<file path="src/rtl/adder16_slice_sequencer.sv">
// adder16_slice_sequencer: builds a WIDTH-bit add with carry-in from NPASS
// passes through one external SLICE-bit adder. Operands are latched on
// acceptance, one slice per cycle is driven out with the carry chained
// through a register, and the partial sums are gathered into an accumulator.
// The (WIDTH+1)-bit result is then held on a valid/ready handshake.
module adder16_slice_sequencer #(
  parameter int WIDTH = 16,
  parameter int SLICE = 5
) (
  input  logic             clk,
  input  logic             rst_n,
  input  logic             in_valid,
  output logic             in_ready,
  input  logic [WIDTH-1:0] in_a,
  input  logic [WIDTH-1:0] in_b,
  input  logic             in_cin,
  output logic             out_valid,
  input  logic             out_ready,
  output logic [WIDTH:0]   out_sum,
  output logic             busy,
  output logic [SLICE-1:0] sl_a,
  output logic [SLICE-1:0] sl_b,
  output logic             sl_cin,
  input  logic [SLICE-1:0] sl_sum,
  input  logic             sl_cout
);

  localparam int NPASS = (WIDTH + SLICE - 1) / SLICE;
  localparam int PW    = NPASS * SLICE;
  localparam int PCW   = (NPASS > 1) ? $clog2(NPASS) : 1;
  localparam int IW    = (PW > 1) ? $clog2(PW) : 1;

  typedef enum logic [1:0] {
    S_IDLE,
    S_RUN,
    S_DONE
  } state_t;

  state_t         state;
  state_t         state_nxt;
  logic [PW-1:0]  op_a;
  logic [PW-1:0]  op_b;
  logic [PW-1:0]  acc;
  logic           carry;
  logic [PCW-1:0] pass;
  logic [IW-1:0]  base;
  logic           accept;
  logic           last_pass;
  logic [PW:0]    result;
  logic           unused_bits;

  assign accept    = in_valid && (state == S_IDLE);
  assign last_pass = (pass == PCW'(NPASS - 1));
  assign base      = IW'(32'(pass) * 32'(SLICE));

  // The carry register sits above the accumulator so that bit WIDTH is the
  // final slice carry when WIDTH is a multiple of SLICE, and the padded top
  // slice's sum bit otherwise.
  assign result      = {carry, acc};
  assign unused_bits = ^result;

  // State register.
  // NOTE: sequential state uses non-blocking assignments so every flop samples
  // pre-edge values regardless of block ordering.
  always_ff @(posedge clk or negedge rst_n) begin
    if (!rst_n) state <= S_IDLE;
    else        state <= state_nxt;
  end

  // Next-state decode: one RUN cycle per pass, DONE holds until consumed.
  // NOTE: state_nxt gets a default before the case so no path leaves it
  // unassigned and no latch is inferred.
  always_comb begin
    state_nxt = state;
    case (state)
      S_IDLE:  if (in_valid)  state_nxt = S_RUN;
      S_RUN:   if (last_pass) state_nxt = S_DONE;
      S_DONE:  if (out_ready) state_nxt = S_IDLE;
      default: state_nxt = S_IDLE;
    endcase
  end

  // Operand capture, pass counter, carry chain and partial-sum collection.
  // NOTE: the accumulator is an ordinary register, not a memory, so it is
  // reset along with everything else; an aborted add leaves nothing behind.
  always_ff @(posedge clk or negedge rst_n) begin
    if (!rst_n) begin
      op_a  <= '0;
      op_b  <= '0;
      acc   <= '0;
      carry <= 1'b0;
      pass  <= '0;
    end else if (accept) begin
      op_a  <= PW'(in_a);
      op_b  <= PW'(in_b);
      acc   <= '0;
      carry <= in_cin;
      pass  <= '0;
    end else if (state == S_RUN) begin
      acc[base +: SLICE] <= sl_sum;
      carry              <= sl_cout;
      pass               <= last_pass ? '0 : pass + PCW'(1);
    end
  end

  // Outputs decoded from registered state: the slice is driven only in RUN,
  // the result only in DONE, so outside those states everything reads zero.
  always_comb begin
    in_ready  = 1'b0;
    out_valid = 1'b0;
    busy      = 1'b0;
    out_sum   = '0;
    sl_a      = '0;
    sl_b      = '0;
    sl_cin    = 1'b0;
    case (state)
      S_IDLE: in_ready = 1'b1;
      S_RUN: begin
        busy   = 1'b1;
        sl_a   = op_a[base +: SLICE];
        sl_b   = op_b[base +: SLICE];
        sl_cin = carry;
      end
      S_DONE: begin
        busy      = 1'b1;
        out_valid = 1'b1;
        out_sum   = result[WIDTH:0];
      end
      default: ;
    endcase
  end

endmodule

</file>
<file path="config.mk">
export PLATFORM = sky130hd
export DESIGN_NAME = adder16_slice_sequencer
export DESIGN_NICKNAME = d
export VERILOG_FILES = /design/src/rtl/adder16_slice_sequencer.sv
export SDC_FILE = /design/constraint.sdc
export NUM_CORES = 1
export LEC_CHECK = 0
export CORE_ASPECT_RATIO = 0.75
export CORE_UTILIZATION = 30
export CTS_BUF_LIST = sky130_fd_sc_hd__clkbuf_8
export DETAILED_ROUTE_END_ITERATION = 10
export PLACE_DENSITY = 0.55
export RECOVER_POWER = 50
export SYNTH_ARGS = -nofsm -noshare
export SYNTH_HDL_FRONTEND = slang
export SYNTH_SLANG_ARGS = --single-unit
</file>
<file path="constraint.sdc">
create_clock -name clk -period 2.6 [get_ports clk]
set_input_delay 0.52 -clock clk [delete_from_list [all_inputs] [get_ports clk]]
set_output_delay 0.52 -clock clk [all_outputs]
set_load 0.03 [all_outputs]
</file>
* After elaboration in Yosys (flattened, before gate mapping)
Cells that the tools add are included.
** Cells by class
- Eq/ne operators :: 6
- Multipliers :: 1
- Add/subtract/negate cells :: 2
- Shift-type cells :: 4
- Multiplexer cells :: 19
- Reductions and logical operators :: 5
** Operator list (number)
- 20-bit 2-to-1 mux :: 2
- 20-bit by 6-bit variable part select with 5-bit output :: 2
- 20-bit bitwise mux :: 1
- 5-bit by 7-bit variable shift with 20-bit output (first input constant) :: 1
- 5-bit by 7-bit variable part select with 20-bit output :: 1
- 17-bit 2-to-1 mux :: 1
- 2-bit 2-to-1 mux :: 6
- 5-bit 2-to-1 mux :: 2
- 5-bit negation with 7-bit output :: 1
- 1-bit 2-to-1 mux :: 6
- 2-bit != test (second input constant) :: 3
- 2-bit one-hot mux with 3 select lines :: 1
- 2-bit by 3-bit multiplier with 5-bit output (second input constant) :: 1
- 2-bit equality test (second input constant) :: 2
- 3-bit AND reduction :: 1
- 2-bit by 1-bit adder with 2-bit output (second input constant) :: 1
- 2-bit by 1-bit equality test with 1-bit output (second input constant) :: 1
- 2-bit zero test :: 1
- 2-bit nonzero test :: 1
- 2-bit OR reduction :: 1
- 1-bit logical AND :: 1
** Word-level totals
- Bits in registers :: 57
- Bits of input ports :: 43
- Logic and storage cells :: 43

* Longest topological paths before layout
Gate-level depths: netlist of the first run.
- Depth after elaboration :: 6
- Mapped depth :: 7

* Worst setup path after synthesis of the first run
Ideal clock, no wire load.
- Path kind :: register to output
- From :: register state[1]
- To :: output port sl_a[1]
- Cell stages (with the launch flop) :: 6
- Path slack :: 485 ps
- Arrival time :: 1595 ps
- Path buffers :: 1
- Data required time :: 2080 ps
- Path through :: dfrtp_1 inv_1 ha_1 buf_2 clkinv_1 a21oi_1
** Between the ends
- Word-level cells in the longest chain between the ends :: 2
** Ends and longest elaborated chain
- start, declared :: line 39 : state_t state;
- start signal, assigned :: line 67 : else state <= state_nxt;
- 2-bit by 1-bit equality test with 1-bit output :: line 116 : case (state)
- 5-bit 2-to-1 mux :: line 116
- end, declared :: line 21 : output logic [SLICE-1:0] sl_a,
No other way between the ends.

* Worst setup path in the final report of the first run
- From :: register state[0]
- To :: output port out_sum[14]
** Between the ends
- Word-level cells in the longest chain between the ends :: 2
** Ends and longest elaborated chain
- 2-bit equality test :: line 116
- 17-bit 2-to-1 mux :: line 116
- end, declared :: line 19 : output logic [WIDTH:0] out_sum,
No other way between the ends.

==> results of run 1 <==
-- per-layer routing --
layer | wire length, microns | vias to the layer above
met5 | 0 | -
met4 | 40 | 0
met3 | 274 | 2
met2 | 2802 | 41
met1 | 3401 | 1034
li1 | - | 1116
-- metrics by stage --
stage	util	power [mW]	cell area, sq um	worst slack [ps]
floorplan	-	2.511	2691	484.6
global placement	0.4148	3.088	3552	219.5
detailed placement	0.4148	3.116	3552	167.8
CTS	0.4275	3.623	3661	24.98
global route	0.4261	3.878	3649	0.7672
finish	0.4261	3.565	3649	121.0
-- cells by family after synthesis --
kind of cell               synth area share
and+or+nand+nor                      0.2743
DFF                                  0.5021
AOI/OAI and AO/OA                   0.06694
buffers and inverters               0.03719
muxes                               0.06834
adders and majority gates           0.05114
-- worst paths after layout --
path                                         to  slack (ps)  cells past startpoint                 start
max                                 out_sum[14]         120                      4  state[0]$_DFFE_PN0P_
min                        op_b[11]$_DFFE_PN0P_         480                      2  op_b[11]$_DFFE_PN0P_
max reg2reg                   carry$_DFFE_PN0P_         450                      5  state[0]$_DFFE_PN0P_
min reg2reg                op_b[11]$_DFFE_PN0P_         480                      2  op_b[11]$_DFFE_PN0P_
max in group asynchronous  op_a[15]$_DFFE_PN0P_         630                      2                 rst_n
min in group asynchronous    acc[4]$_DFFE_PN0P_         590                      1                 rst_n
-- state kept, by name, summed over array words and instances, names as in the netlist --
name / flops
pass: 2
state: 2
carry: 1
op_b: 16
op_a: 16
acc: 17
-- repair_timing --
item                                    4_1_cts  5_1_grt
endpoints found under the setup margin       29        4
hold buffers                                  0        0
resized for setup                             6        4
hold endpoints to repair                      0        0
-- layout make-up --
class / instances / area (sq um) / share of cell area
clock buffer: 6 / 82.58 / 0.02263
clock inverter: 2 / 12.51 / 0.003429
inverter: 8 / 33.78 / 0.009259
multi-input combinational: 225 / 1255 / 0.3440
sequential: 54 / 1351 / 0.3704
tap: 108 / 135.1 / 0.03704
timing repair buffer: 83 / 778.2 / 0.2133
-- worst min-delay path: cells and delay by family (launching register included) --
family / cells / cell delay [ps]
AND/OR/NAND/NOR: 2 / 100
flip-flops: 1 / 350
-- placed cells by master (no fill, tap or decap), types with 2 or more instances in the layout --
master,count
nand2_1,127
clkdlybuf4s50_1,58
dfrtp_1,54
and2_1,21
buf_4,15
o21ai_0,11
mux2_2,9
a21oi_1,9
ha_1,9
nor2_1,8
a22oi_1,7
inv_1,6
clkbuf_8,6
nand2b_1,5
dlymetal6s2s_1,4
mux2i_1,3
clkinv_2,2
mux4_1,2
clkbuf_1,2
dlygate4sd2_1,2
clkbuf_2,2
-- where the power goes --
part | internal (mW) | switching, mW
clock network | 0.215 | 0.266
logic | 0.731 | 1.02
registers | 1.15 | 0.184
==> qor.yml, run 1 <==
cp_slowest_cell: "clkdlybuf4s50_1"
post_cts_buffers: 0
vias: 2193
synthTopCellsByCount: "nand2_1 (127), dfrtp_1 (54), and2_1 (22), ha_1 (11), o21ai_0 (11)"
ys.warnings.count: 0
synth-async-reset-ratio: 1.000
synth_top_cell_by_area: "dfrtp_1"
grt_max_degree: 35
met1_usage: 0.2154
placed_cells: 478
cts_tree: "yes"
via_per_inst: 4.512
drc: 4
rsz0062_at_grt: "false"
numCtsBuffers: 5
layout_min_cycle_time_ps: 2479
skew_ps: 4.326
ant_nets: 0
clockBufferDepth: 2
core_area_sq_um: 8563
die_h_microns: 84.03
max_stage_delay_ps: 670
fin_cells: 486
antenna_cells: 0
gp_congestion: 0.7257
root_buffer: "clkbuf_8"
status: "finished, violations left"
synth_area_leaders: "dfrtp_1 (50%), nand2_1 (18%), and2_1 (5.1%)"
crit_arrival_ps: 1960
clock-sinks: 54
violations: "DRC, capacitance limit, slew limit"
synth_edf_count: 0
die-area_sq_um: 9358
end_kind: "output port"
overflow: 0
vdd_drop_max_v: 0.0003746
port_buffers: 73
ys.flop_type: "dfrtp_1"
grt_pass1_vias: 2162
synth.yosys.seq_area_share: 0.5021
firstDrtPassIters: 7
slew_viol_final: 29
grt_most_used_layer: "met2"
ys_types: 29
synth_top_area_frac: 0.5021
first_iter_violations: 96
max_slew_margin: -0.03612
critPathTopFamily: "buffers and inverters"
setup_tns_ps: 0
clkSlewWorstSetupHoldPaths_ps: 100
critPathRequiredTime_ps: 2080
chipWidth_microns: 111.4
path_class: "flip-flop to output port"
fin_nets: 431
hold_viol_final: 0
drv_cap: 1
synth_most_common_cell: "nand2_1"
num_io_pins: 74
leakagePower_nw: 1.796
syn2layout_area_growth_pct: 35.56
drive_gt1_frac: 0.1085
use_met3: 0.03413
syn_inst: 300
htree_levels: 2
clock_latency_ps: 300
ys_ff_latch: 54
cp_max_fo: 19
timing.fmax_mhz: 403.4
antenna_found_initial: 0
synth_area_per_cell_sq_um: 8.971
whs_ps: 478.4
min_path_type: "flip-flop to flip-flop"
num_rows: 29
timing.final.crit_share: 0.9535
use_met2: 0.2210
tightest_slew_ps: 1554
track_usage: 0.1473
syn_nets: 354
setup_violations: 0
wl_mm: 6.519
start_util: 0.3143
crit_path_start_kind: "flip-flop"
wl_per_cell_microns: 13.41
worstPathCellList: "inv_1 > ha_4 > and2_1 > clkdlybuf4s50_1"
netlist_area_sq_um: 2691
powerDensity_nw_per_um2: 977.1
dp_hpwl_mm: 4.869
grt_pass1_wl_mm: 10.92
fillCellCount: 858
crit_buf_inv: 2
Note: power is estimated with default switching activity, not from simulation.
==> inputs of run 2 (changes only) <==
CAP_MARGIN = 5   (was not set)
==> results of run 2 <==
Same layout as run 1: the final DEF is identical, and so are final timing and power.
==> inputs of run 3 (changes only) <==
GPL_ROUTABILITY_DRIVEN = 0   (was not set)
==> results of run 3 <==
Same layout as run 1: the final DEF is identical, and so are final timing and power.
